--- src/rtl/muldiv_sequencer_pkg.sv ---
// mips_pkg: shared definitions for the multiply/divide sequencer.
//   MD_MULT/MD_MULTU/MD_DIV/MD_DIVU : op encodings on the 2-bit op input
//   md_state_e                       : sequencer FSM states
//   MD_ITER                          : default operand width / iteration count
package mips_pkg;

    localparam int unsigned MD_ITER = 32;

    localparam logic [1:0] MD_MULT  = 2'b00;
    localparam logic [1:0] MD_MULTU = 2'b01;
    localparam logic [1:0] MD_DIV   = 2'b10;
    localparam logic [1:0] MD_DIVU  = 2'b11;

    typedef enum logic [2:0] {
        MD_IDLE,
        MD_PREP,
        MD_RUN,
        MD_FIX,
        MD_DONE
    } md_state_e;

endpackage

--- src/rtl/muldiv_sequencer_if.sv ---
// Pipeline-side bundle of the multiply/divide sequencer.
//   master : pipeline/control (drives start, op, a, b, hi_we, lo_we, wdata)
//   slave  : sequencer (drives busy, done, hi, lo)
interface muldiv_sequencer_if
    import mips_pkg::*;
#(
    parameter int unsigned WIDTH = MD_ITER
);
    logic             start;
    logic [1:0]       op;
    logic [WIDTH-1:0] a;
    logic [WIDTH-1:0] b;
    logic             hi_we;
    logic             lo_we;
    logic [WIDTH-1:0] wdata;
    logic             busy;
    logic             done;
    logic [WIDTH-1:0] hi;
    logic [WIDTH-1:0] lo;

    modport master (
        output start, op, a, b, hi_we, lo_we, wdata,
        input  busy, done, hi, lo
    );

    modport slave (
        input  start, op, a, b, hi_we, lo_we, wdata,
        output busy, done, hi, lo
    );
endinterface

--- src/rtl/muldiv_sequencer.sv ---
// Iterative radix-2 multiply/divide sequencer owning the HI/LO registers.
// Ports:
//   clock   : system clock, rising edge
//   reset   : synchronous, active-high
//   bus     : muldiv_sequencer_if.slave (start/op/a/b, MTHI/MTLO writes,
//             busy/done status, hi/lo architectural registers)
// One (WIDTH+1)-bit adder/subtractor and one 2*WIDTH negate unit are shared
// across PREP (operand magnitudes), RUN (iterations) and FIX (sign fix-up).
module muldiv_sequencer
    import mips_pkg::*;
#(
    parameter int unsigned WIDTH = MD_ITER
) (
    input  logic              clock,
    input  logic              reset,
    muldiv_sequencer_if.slave bus
);
    localparam int unsigned W  = WIDTH;
    localparam int unsigned CW = $clog2(WIDTH);

    md_state_e      state_q, state_d;
    logic [1:0]     op_q, op_d;
    logic [W-1:0]   a_q, a_d, b_q, b_d;
    logic [W-1:0]   opnd_q, opnd_d;      // multiplicand or divisor magnitude
    logic [2*W-1:0] acc_q, acc_d;        // product, or remainder:quotient
    logic [CW-1:0]  cnt_q, cnt_d;
    logic           neg_res_q, neg_res_d;
    logic           neg_rem_q, neg_rem_d;
    logic [W-1:0]   hi_q, hi_d, lo_q, lo_d;

    logic           is_signed, is_div;
    logic [W:0]     add_x, add_y, add_s;
    logic           add_sub;
    logic [2*W-1:0] neg_in, neg_out;
    logic [W-1:0]   mag_a, mag_b;
    logic [2*W-1:0] prod;

    assign is_signed = ~op_q[0];
    assign is_div    = op_q[1];

    assign add_s   = add_x + (add_sub ? ~add_y : add_y) + {{W{1'b0}}, add_sub};
    assign neg_out = -neg_in;

    always_comb begin
        state_d   = state_q;
        op_d      = op_q;
        a_d       = a_q;
        b_d       = b_q;
        opnd_d    = opnd_q;
        acc_d     = acc_q;
        cnt_d     = cnt_q;
        neg_res_d = neg_res_q;
        neg_rem_d = neg_rem_q;
        hi_d      = hi_q;
        lo_d      = lo_q;
        add_x     = '0;
        add_y     = '0;
        add_sub   = 1'b0;
        neg_in    = '0;
        mag_a     = '0;
        mag_b     = '0;
        prod      = '0;

        case (state_q)
            MD_IDLE: begin
                if (bus.start) begin
                    op_d    = bus.op;
                    a_d     = bus.a;
                    b_d     = bus.b;
                    state_d = MD_PREP;
                end else begin
                    if (bus.hi_we) hi_d = bus.wdata;
                    if (bus.lo_we) lo_d = bus.wdata;
                end
            end

            MD_PREP: begin
                // |a| via the negate unit, |b| via the adder (0 - b).
                neg_in    = {{W{1'b0}}, a_q};
                add_y     = {1'b0, b_q};
                add_sub   = 1'b1;
                mag_a     = (is_signed && a_q[W-1]) ? neg_out[W-1:0] : a_q;
                mag_b     = (is_signed && b_q[W-1]) ? add_s[W-1:0]   : b_q;
                neg_res_d = is_signed & (a_q[W-1] ^ b_q[W-1]);
                neg_rem_d = is_signed & is_div & a_q[W-1];
                cnt_d     = '0;
                if (is_div) begin
                    acc_d  = {{W{1'b0}}, mag_a};
                    opnd_d = mag_b;
                end else begin
                    acc_d  = {{W{1'b0}}, mag_b};
                    opnd_d = mag_a;
                end
                if (is_div && b_q == '0) begin
                    hi_d    = a_q;
                    lo_d    = '1;
                    state_d = MD_DONE;
                end else begin
                    state_d = MD_RUN;
                end
            end

            MD_RUN: begin
                cnt_d = cnt_q + CW'(1);
                if (!is_div) begin
                    add_x = {1'b0, acc_q[2*W-1:W]};
                    add_y = acc_q[0] ? {1'b0, opnd_q} : '0;
                    // carry-out becomes the top bit after the right shift
                    acc_d = {add_s, acc_q[W-1:1]};
                end else begin
                    // shifted remainder is acc_q[2W-1:W-1]; bit W of the
                    // difference is the borrow of the trial subtract
                    add_x   = acc_q[2*W-1:W-1];
                    add_y   = {1'b0, opnd_q};
                    add_sub = 1'b1;
                    if (!add_s[W]) acc_d = {add_s[W-1:0], acc_q[W-2:0], 1'b1};
                    else           acc_d = {acc_q[2*W-2:0], 1'b0};
                end
                if (cnt_q == CW'(W-1)) state_d = MD_FIX;
            end

            MD_FIX: begin
                if (!is_div) begin
                    neg_in = acc_q;
                    prod   = neg_res_q ? neg_out : acc_q;
                    hi_d   = prod[2*W-1:W];
                    lo_d   = prod[W-1:0];
                end else begin
                    // quotient through the negate unit, remainder through the adder
                    neg_in  = {{W{1'b0}}, acc_q[W-1:0]};
                    add_y   = {1'b0, acc_q[2*W-1:W]};
                    add_sub = 1'b1;
                    lo_d    = neg_res_q ? neg_out[W-1:0] : acc_q[W-1:0];
                    hi_d    = neg_rem_q ? add_s[W-1:0]   : acc_q[2*W-1:W];
                end
                state_d = MD_DONE;
            end

            MD_DONE: state_d = MD_IDLE;

            default: state_d = MD_IDLE;
        endcase
    end

    always_ff @(posedge clock) begin
        if (reset) begin
            state_q   <= MD_IDLE;
            op_q      <= '0;
            a_q       <= '0;
            b_q       <= '0;
            opnd_q    <= '0;
            acc_q     <= '0;
            cnt_q     <= '0;
            neg_res_q <= 1'b0;
            neg_rem_q <= 1'b0;
            hi_q      <= '0;
            lo_q      <= '0;
        end else begin
            state_q   <= state_d;
            op_q      <= op_d;
            a_q       <= a_d;
            b_q       <= b_d;
            opnd_q    <= opnd_d;
            acc_q     <= acc_d;
            cnt_q     <= cnt_d;
            neg_res_q <= neg_res_d;
            neg_rem_q <= neg_rem_d;
            hi_q      <= hi_d;
            lo_q      <= lo_d;
        end
    end

    assign bus.busy = (state_q != MD_IDLE);
    assign bus.done = (state_q == MD_DONE);
    assign bus.hi   = hi_q;
    assign bus.lo   = lo_q;

endmodule

--- src/flat_wrapper.sv ---
// flat-port wrapper written by rule: the top's interface ports become plain ports
module muldiv_sequencer_flat import mips_pkg::*;
#(
    parameter int unsigned WIDTH = MD_ITER
)
  (clock, reset, bus_start, bus_op, bus_a, bus_b, bus_hi_we, bus_lo_we, bus_wdata, bus_busy, bus_done, bus_hi, bus_lo);
  muldiv_sequencer_if #(.WIDTH(WIDTH)) bus_i ();
  input  logic clock;
  input  logic reset;
  input wire logic [$bits(bus_i.start)-1:0] bus_start;
  input wire logic [$bits(bus_i.op)-1:0] bus_op;
  input wire logic [$bits(bus_i.a)-1:0] bus_a;
  input wire logic [$bits(bus_i.b)-1:0] bus_b;
  input wire logic [$bits(bus_i.hi_we)-1:0] bus_hi_we;
  input wire logic [$bits(bus_i.lo_we)-1:0] bus_lo_we;
  input wire logic [$bits(bus_i.wdata)-1:0] bus_wdata;
  output wire logic [$bits(bus_i.busy)-1:0] bus_busy;
  output wire logic [$bits(bus_i.done)-1:0] bus_done;
  output wire logic [$bits(bus_i.hi)-1:0] bus_hi;
  output wire logic [$bits(bus_i.lo)-1:0] bus_lo;
  assign bus_i.start = bus_start;
  assign bus_i.op = bus_op;
  assign bus_i.a = bus_a;
  assign bus_i.b = bus_b;
  assign bus_i.hi_we = bus_hi_we;
  assign bus_i.lo_we = bus_lo_we;
  assign bus_i.wdata = bus_wdata;
  assign bus_busy = bus_i.busy;
  assign bus_done = bus_i.done;
  assign bus_hi = bus_i.hi;
  assign bus_lo = bus_i.lo;
  muldiv_sequencer #(.WIDTH(WIDTH)) u_core (.clock(clock), .reset(reset), .bus(bus_i));
endmodule
--- config.mk ---
export PLATFORM = sky130hd
export DESIGN_NAME = muldiv_sequencer_flat
export DESIGN_NICKNAME = d
export VERILOG_FILES = /design/src/rtl/muldiv_sequencer_pkg.sv /design/src/rtl/muldiv_sequencer_if.sv /design/src/rtl/muldiv_sequencer.sv /design/src/flat_wrapper.sv
export SDC_FILE = /design/constraint.sdc
export NUM_CORES = 1
export LEC_CHECK = 0
export ABC_AREA = 1
export CAP_MARGIN = 20
export CORE_UTILIZATION = 25
export CTS_CLUSTER_DIAMETER = 80
export CTS_CLUSTER_SIZE = 40
export DETAILED_ROUTE_END_ITERATION = 8
export HOLD_SLACK_MARGIN = 0.12
export PLACE_DENSITY = 0.42
export SYNTH_ARGS = -nofsm -noshare
export SYNTH_HDL_FRONTEND = slang
export SYNTH_SLANG_ARGS = --single-unit
--- constraint.sdc ---
create_clock -name clock -period 5.4 [get_ports clock]
set_input_delay 1.08 -clock clock [delete_from_list [all_inputs] [get_ports clock]]
set_output_delay 1.08 -clock clock [all_outputs]
set_load 0.05 [all_outputs]
==> flow_metrics.py, run 1 <==
metrics = {
    "placed_design": {
        "place_congestion": 0.994,
        "place_hpwl_um": 93200,
        "numPortBuffers": 168,
    },
    "power": {
        "intPower_w": 0.00406,
        "p_leak_nw": 9.06,
        "p_per_area_mw_per_mm2": 395,
        "pwr-share-clk_pct": 20.3,
        "pwr-share-seq_pct": 25.9,
        "swShare_pct": 53.4,
        "peakVddDrop_v": 0.000210,
        "power.net_switching_w": 0.00466,
        "combPwrFrac_pct": 53.8,
    },
    "layout": {
        "fill_cells": 8331,
        "antenna_cells": 0,
        "utilization_pct": 30.1,
        "final_nets": 3286,
        "syn_to_final_growth_pct": 18.1,
        "drive_gt1_share_pct": 6.26,
    },
    "sta": {
        "timing.final.crit_share_pct": 90.9,
        "finalSetupViolCount": 0,
        "relSlewSlack_pct": 20.3,
        "tns_ns": 0,
        "finalHoldViolCount": 0,
        "tightestPinTransition_ns": 1.19,
        "period_minus_slack_ns": 4.91,
        "slew_viol_final": 0,
        "finClkSkew_ns": 0.0483,
        "rsz0062_at_grt": "no",
        "fmax_mhz": 204,
    },
    "setup_path": {
        "path_cells": "inv_2 > nand3_4 > buf_12 > nor2_1 > nor2_1 > nand3_1 > and2_1 > fa_1 > nand2_1 > nand2_1 > o21ai_0 > o21ai_1 > nand2_1 > nand2_1 > a21oi_1 > xor2_2 > o21ai_0 > nand2_1 > nand2_1 > inv_1 > nand2_1 > a21oi_1",
        "timing.rr.start": "u_core.state_q[2]",
        "cp_max_fo": 122,
        "crit_buf_inv": 3,
        "setup.worst_path.start": "u_core.state_q[2]",
        "critical_path_class": "reg2reg",
        "crit_family": "simple AND/OR/NAND/NOR gates",
        "crit_slowest_cell": "dfxtp_1",
        "cp_data_arrival_time_ns": 5.39,
        "crit_top_cell": "nand2_1",
        "crit_path_start_kind": "register",
        "required_ns": 5.88,
        "cp_slowest_stage_delay_ns": 0.54,
        "cp-end-kind": "register",
    },
    "drt": {
        "drt_iter0_markers": 2516,
        "vias_per_cell": 5.53,
        "wl_um": 117000,
        "drcViolationCount": 0,
        "dr.pass1.iters": 6,
        "antenna_left": 0,
        "num_vias": 22800,
        "wl_per_cell_um": 28.3,
    },
    "global_route": {
        "overflow": 0,
        "grt_max_degree": 132,
        "antenna_found_initial": 7,
        "grt_pass1_vias": 21500,
        "grt_pass1_wl_um": 163000,
        "grtUsageTotal_pct": 30.0,
    },
    "die": {
        "dieArea_mm2": 0.0759,
        "core_mm2": 0.0735,
        "core.rowCount": 99,
        "fp.dieH_um": 275,
        "die_x_um": 275,
        "io_pins": 169,
        "initial_core_util_pct": 25.5,
    },
    "cts": {
        "cts_tree": "done",
        "insertion_delay_ns": 0.59,
        "cts_resized": 0,
        "cts-buffers-inserted": 21,
        "post_cts_buffers": 0,
        "htree_levels": 1,
        "postCtsHoldBufs": 0,
        "clk_path_buf_depth": 3,
        "cts.sinks": 236,
        "root_buffer": "clkbuf_16",
        "clkTransAtPathRegs_ns": 0.09,
    },
    "min_path": {
        "hp-start": "u_core.cnt_q[3]",
        "hold_class": "reg2reg",
    },
    "synth": {
        "yosys_warnings": 0,
        "synth_common_cells": "nand2_1, a21oi_1, o21ai_0, inv_1, nor2_1",
        "seq_area_frac_synth_pct": 25.3,
        "ys.flop_type": "dfxtp_1",
        "ys_ff_latch": 236,
        "synth_largest_area_cell": "dfxtp_1",
        "syn_inst": 3090,
        "netlist-cell-type-count": 61,
        "synth_top_area_share_pct": 25.3,
        "synth-edff-count": 0,
        "yosys-top-cells-area": "dfxtp_1, nand2_1, a21oi_1",
        "synth_nets": 3228,
        "synth_most_common_cell": "nand2_1",
        "synth_async_sr_flop_share_pct": 0,
        "avgSynthCellArea_um2": 6.05,
        "synth_area_mm2": 0.0187,
    },
    "job": {
        "cap_violations": 0,
    },
    "run_status": {
        "outcome": "finished, final reports clean",
    },
}
## cell families (layout without fill, tap and decap cells)
family                   Yosys count  count (layout)  share of synthesized area [%]
AND/OR/NAND/NOR                 1347            1347                           30.8
AO/OA/AOI/OAI                    924             924                           27.8
adder cells (fa/ha/maj)           35              35                           2.38
flip-flops                       236             236                           25.3
buffers and inverters            477             550                           10.4
XOR/XNOR                          71              71                           3.33
## per-layer routing
metal	part of all wire, %	routed length, um	track usage, %
met5	0.011	13	0
met4	2.5	2940	6.91
met3	6.9	8070	4.63
met2	46	53900	48.8
met1	44	51900	41.3
## stage by stage
stage               std cells  instance area [um^2]  setup WS (ns)  total power (W)  hold slack (ns)
detailed placement       4082                 21300          0.470          0.00687            0.460
global placement         4081                 21300          0.456          0.00690            0.454
finish                   4122                 22100          0.493          0.00872            0.476
CTS                      4120                 22000          0.429          0.00864            0.472
global route             4122                 22100          0.219          0.00909            0.491
floorplan                3090                 18700           1.56          0.00490            0.441
## worst paths after layout
check                      endpoint  slack [ns]  depth (start not counted)
hold reg to reg     u_core.cnt_q[3]        0.48                          2
setup / recovery  u_core.opnd_q[22]        0.49                         22
hold / removal      u_core.cnt_q[3]        0.48                          2
setup reg to reg  u_core.opnd_q[22]        0.49                         22
## cell type report
type | instances | area, um^2 | area share, %
Multi-Input combinational cell | 2377 | 12100 | 54.7
Sequential cell | 236 | 4730 | 21.4
Timing Repair Buffer | 235 | 2280 | 10.3
Tap cell | 959 | 1200 | 5.43
Inverter | 277 | 1050 | 4.74
Clock buffer | 21 | 526 | 2.38
Clock inverter | 17 | 226 | 1.03
## worst min-delay path, cell delays in order, from the launching register on
cell,delay [ns]
dfxtp_1,0.32
nand2_1,0.06
a21oi_1,0.06
## power groups by stage
stage          registers, W  clock network (W)  logic [W]
3_5_place_dp        0.00229                  0    0.00458
4_1_cts             0.00225            0.00180    0.00459
5_1_grt             0.00228            0.00186    0.00495
6_report            0.00226            0.00177    0.00469
3_3_place_gp        0.00229                  0    0.00461
2_1_floorplan       0.00252                  0    0.00238
## flip-flops by register name, indices dropped and copies added, names as in the netlist
signal / flops
u_core.neg_res_q: 1
u_core.cnt_q: 5
u_core.bus.lo: 32
u_core.b_q: 32
u_core.acc_q: 64
u_core.neg_rem_q: 1
u_core.op_q: 2
u_core.bus.hi: 32
u_core.opnd_q: 32
u_core.a_q: 32
u_core.state_q: 3
## cells in the final DEF, fill, tap and decap left out, drive strengths merged, types with 44 or more instances in the layout
cell	synthesis	layout
o211ai	67	67
nor2	271	271
nand3	246	246
o22ai	44	44
xor2	65	65
clkdlybuf4s50	0	167
o21ai	306	306
dfxtp	236	236
inv	273	285
buf	51	67
a21oi	398	398
nand2	749	749
No activity file was read; power rests on OpenSTA's default activity.
==> run 2, diff against run 1 <==
SKIP_CTS_REPAIR_TIMING = 1   (was unset)
==> results of run 2 <==
Final layout, timing and power as in run 1 (identical DEF).
